==> src/rtl/booth_mult_n.sv <==
// booth_mult_n: sequential radix-2 Booth multiplier for signed or unsigned N-bit operands.
// Optional feature macro BOOTH_RESTART_EN: start_mul during RUN aborts and reloads the operation.
module booth_mult_n #(
  parameter int N = 3
) (
  input  logic           clk,
  input  logic           reset,
  input  logic           start_mul,
  input  logic           sgn,
  input  logic [N-1:0]   M_mult,
  input  logic [N-1:0]   Q_mult,
  output logic [2*N-1:0] Result_mul,
  output logic           fin,
  output logic           busy
);

  localparam int CW = $clog2(N + 2);

  typedef enum logic [1:0] {IDLE, RUN, DONE} state_t;

  state_t         state_q, state_d;
  logic [N+1:0]   a_q, a_d;
  logic [N+1:0]   m_q, m_d;
  logic [N:0]     q_q, q_d;
  logic           qm1_q, qm1_d;
  logic           sgn_q, sgn_d;
  logic [CW-1:0]  cnt_q, cnt_d;
  logic [2*N-1:0] result_q, result_d;
  logic           fin_q, fin_d;
  logic           busy_q, busy_d;

  logic [N+1:0]   a_sum;
  logic [N+1:0]   a_shift;
  logic [N:0]     q_shift;
  logic           qm1_shift;
  logic [2*N-1:0] product;
  logic           load;

  // One Booth recoding step followed by the arithmetic right shift of {A, Q, q(-1)}.
  always_comb begin
    case ({q_q[0], qm1_q})
      2'b01:   a_sum = a_q + m_q;
      2'b10:   a_sum = a_q - m_q;
      default: a_sum = a_q;
    endcase
    {a_shift, q_shift, qm1_shift} = {a_sum[N+1], a_sum, q_q};
  end

  // Signed mode runs one step fewer, so its product sits one bit higher in {A, Q}.
  assign product = sgn_q ? {a_q[N-1:0], q_q[N:1]} : {a_q[N-2:0], q_q};

`ifdef BOOTH_RESTART_EN
  assign load = start_mul && (state_q == IDLE || state_q == RUN);
`else
  assign load = start_mul && (state_q == IDLE);
`endif

  always_comb begin
    // NOTE: every _d defaults to its _q first, so no path through this block can infer a latch.
    state_d  = state_q;
    a_d      = a_q;
    m_d      = m_q;
    q_d      = q_q;
    qm1_d    = qm1_q;
    sgn_d    = sgn_q;
    cnt_d    = cnt_q;
    result_d = result_q;
    if (load) begin
      state_d = RUN;
      sgn_d   = sgn;
      m_d     = sgn ? {{2{M_mult[N-1]}}, M_mult} : {2'b00, M_mult};
      a_d     = '0;
      q_d     = {sgn & Q_mult[N-1], Q_mult};
      qm1_d   = 1'b0;
      cnt_d   = sgn ? CW'(N) : CW'(N + 1);
    end else begin
      case (state_q)
        RUN: begin
          if (cnt_q == '0) begin
            state_d  = DONE;
            result_d = product;
          end else begin
            a_d   = a_shift;
            q_d   = q_shift;
            qm1_d = qm1_shift;
            cnt_d = cnt_q - CW'(1);
          end
        end
        DONE:    state_d = IDLE;
        default: ;
      endcase
    end
    fin_d  = (state_d == DONE);
    busy_d = (state_d != IDLE);
  end

  always_ff @(posedge clk) begin
    // NOTE: non-blocking assignments keep every flop sampling pre-edge values regardless of order.
    if (reset) begin
      state_q  <= IDLE;
      a_q      <= '0;
      m_q      <= '0;
      q_q      <= '0;
      qm1_q    <= 1'b0;
      sgn_q    <= 1'b0;
      cnt_q    <= '0;
      result_q <= '0;
      fin_q    <= 1'b0;
      busy_q   <= 1'b0;
    end else begin
      state_q  <= state_d;
      a_q      <= a_d;
      m_q      <= m_d;
      q_q      <= q_d;
      qm1_q    <= qm1_d;
      sgn_q    <= sgn_d;
      cnt_q    <= cnt_d;
      result_q <= result_d;
      fin_q    <= fin_d;
      busy_q   <= busy_d;
    end
  end

  assign Result_mul = result_q;
  assign fin        = fin_q;
  assign busy       = busy_q;

endmodule

==> config.mk <==
export PLATFORM = sky130hd
export DESIGN_NAME = booth_mult_n
export DESIGN_NICKNAME = d
export VERILOG_FILES = /design/src/rtl/booth_mult_n.sv
export SDC_FILE = /design/constraint.sdc
export NUM_CORES = 1
export LEC_CHECK = 0
export ABC_AREA = 1
export CAP_MARGIN = 20
export CORE_UTILIZATION = 25
export DETAILED_ROUTE_END_ITERATION = 6
export GPL_ROUTABILITY_DRIVEN = 0
export RECOVER_POWER = 25
export SLEW_MARGIN = 15
export SYNTH_ARGS = -nofsm -noshare
export SYNTH_HDL_FRONTEND = slang
export SYNTH_SLANG_ARGS = --single-unit
==> constraint.sdc <==
create_clock -name clk -period 5.8 [get_ports clk]
set_clock_uncertainty 0.15 [all_clocks]
set_input_delay 0.87 -clock clk [delete_from_list [all_inputs] [get_ports clk]]
set_output_delay 0.87 -clock clk [all_outputs]
set_load 0.01 [all_outputs]
==> metrics.csv <==
stage;metric;value;unit
logic_synthesis;Synth Area in XOR/XNOR;0.0117;
timing;Slew @ Worst Pin;0.575;ns
power_and_ir_drop;Clk pwr share;0.210;
detailed_routing;routed vias;1289;
global_routing;gr usage total;0.110;
timing;Final Critical Period;2.47;ns
global_routing;largest net degree at the start of global routing;16;
logic_synthesis;Yosys top cell by area;dfxtp_1;
logic_synthesis;synthesized net count;222;
final_layout;final std cells w/o fill;291;
detailed_routing;number of remaining DRC errors;0;
logic_synthesis;yosys warns;0;
final_layout;Layout area overhead;17.7;%
die;row count;27;
die;core region area;0.00564;mm²
critical_path;Setup crit end kind;flip-flop;
timing;Slew Limit Fails;0;
timing;period utilization;0.426;
placement;number of buffers added on ports;17;
detailed_routing;1st-iter DRT viols;39;
logic_synthesis;Seq/Total Area, Yosys;0.361;
clock_network;CTS Root Cell;clkbuf_8;
power_and_ir_drop;Pint;335;µW
timing;Slew Limit Headroom;0.616;
global_routing;vias in the first global route;1273;
timing;Final setup viols;0;
timing;RSZ-0062 raised after global routing;false;
final_layout;Antenna diodes;0;
detailed_routing;Pre-antenna DRT Iters;4;
clock_network;post_cts resized;0;
die;die area;0.00631;mm²
critical_path;worst path arrival time;2.53;ns
logic_synthesis;Distinct cells, synth;29;
clock_network;Setup Fix Bufs, Post-CTS;0;
clock_network;cts bufs inserted;3;
global_routing;global-route wire length before repair;5620;µm
timing;setup tns final;0;ns
logic_synthesis;top cells by area, synth;dfxtp_1 (36%), nand2_1 (9.8%), ha_1 (8.3%);
min_path;Hold Path Class;flip-flop to flip-flop;
logic_synthesis;Mapped Cells;201;
clock_network;clock sinks;27;
job;max capacitance violation total;0;
logic_synthesis;area share of the largest cell type after synthesis;0.361;
critical_path;worst-path cell chain;dlygate4sd3_1, nand2_1, nand3_1, inv_2, o21ai_0, a31oi_1;
power_and_ir_drop;Logic pwr share;0.357;
detailed_routing;routed wire length;3090;µm
clock_network;CTS max path bufs;2;
timing;Max Freq;405;MHz
power_and_ir_drop;maximum vdd drop;147;µV
critical_path;Worst path max stage delay;0.54;ns
detailed_routing;Final ANT Viol Nets;0;
timing;slack of the critical path;3.33;ns
power_and_ir_drop;switching share of power;0.363;
power_and_ir_drop;Sequential Power Share;0.433;
placement;Detailed Place HPWL;2410;µm
power_and_ir_drop;Psw;191;µW
critical_path;Critical Path RT;5.86;ns
timing;hold_ws;0.313;ns
logic_synthesis;simple-gate share of the synthesized area;0.228;
die;Die X;79.4;µm
placement;placed instance count;287;
critical_path;startpoint type of the worst setup path;input port;
die;I/O Pins;18;
logic_synthesis;Synth Area in Adders;0.0968;
logic_synthesis;Mean Syn Cell Area;7.46;µm²
final_layout;most frequent cells in the layout;nand2_1 (40), dfxtp_1 (27), inv_1 (24);
run_status;status;complete, no violations;
power_and_ir_drop;Pleak;0.000736;µW
timing;Hold Fails Final Rpt;0;
clock_network;Worst-path clk slew;0.09;ns
clock_network;clk_lat worst skew;0.28;ns
power_and_ir_drop;pwr dens;298;mW/mm²
critical_path;WS Path Type;input port to flip-flop;
critical_path;Slowest-stage cell, CP;dlygate4sd3_1;
clock_network;CTS tree;built;
logic_synthesis;largest family of logic cells by synthesized area;simple AND/OR/NAND/NOR gates;
logic_synthesis;complex-gate fraction of the synthesized area;0.206;
die;Die Ht;79.4;µm
clock_network;H-tree depth;1;
die;Initial Util;0.266;
final_layout;layout cell share with drive strength beyond 1;0.100;
detailed_routing;vias per cell;4.43;
detailed_routing;Wirelength per Cell;10.6;µm
placement;dpl ws;3.37;ns
final_layout;most common cell after layout, fill and taps aside;nand2_1;
logic_synthesis;Post-Syn Area;0.00150;mm²
clock_network;Hold-fix buffers, CTS;0;
global_routing;total gr overflow;0;
logic_synthesis;mux contribution to synthesized area;0;
logic_synthesis;post-synthesis register bit count;27;
global_routing;antenna violations before repair;0;
final_layout;fin nets;241;
critical_path;worst-path fanout max;15;
flip-flops by register name (all words and copies together) (netlist names):
name and count:
state_q 2, sgn_q 1, m_q 4, qm1_q 1, cnt_q 3, a_q 4
busy 1, q_q 4, Result_mul 6, fin 1
Yosys cell counts, drive strengths merged:
library cell	count
nor2	18
buf	2
inv	31
dfxtp	27
a22oi	1
nand2	44
a31oi	11
xor2	2
nand4	1
ha	10
a21oi	17
fa	1
o21ai	23
and2	1
clkbuf	1
or2	1
nand3	9
a32o	1
cells by family (layout without fill, tap and decap cells):
group	Yosys count	after routing
compound gates	53	53
xor+xnor	2	2
fa+ha+maj	11	11
buf+inv	34	52
flops	27	27
simple gates	74	74
power groups by stage:
stage	sequential, µW	clock, µW	combinational (µW)
after global placement	232	0	192
after global routing	231	123	219
after detailed placement	232	0	194
after CTS	227	113	195
after floorplan	231	0	144
final	227	110	188
worst paths after layout:
check            start       endpoint  slack, ns  cells after the start
min              qm1_q          qm1_q       0.31                      2
max reg2reg     q_q[0]         a_q[3]       3.57                     13
min reg2reg      qm1_q          qm1_q       0.31                      2
max          start_mul  Result_mul[5]       3.33                      6
area by class of cell:
| type | instances | area, µm² |
|---|---|---|
| clock buffer | 4 | 45.0 |
| fill | 609 | 3880 |
| inverter | 31 | 119 |
| multi-input combinational | 140 | 800 |
| sequential | 27 | 541 |
| tap | 72 | 90.1 |
| timing repair buffer | 17 | 170 |
metrics by stage:
stage | power [µW] | cell area [µm²] | util
2_1_floorplan | 375 | 1500 | -
3_3_place_gp | 424 | 1730 | 0.307
3_5_place_dp | 426 | 1730 | 0.307
4_1_cts | 535 | 1780 | 0.315
5_1_grt | 573 | 1760 | 0.313
6_report | 526 | 1760 | 0.313
routing by layer:
metal	vias up	global-route usage	wire (µm)
li1	700	-	-
met1	562	0.144	1580
met2	23	0.185	1380
met3	4	0.0251	111
met4	0	0.0200	21
met5	-	0	0
worst max-delay path: cells and delay by family:
kind	cells	cell delay, ns
buf+inv	2	0.76
simple gates	2	0.63
compound gates	2	0.27
(Power assumes the default switching activity.)
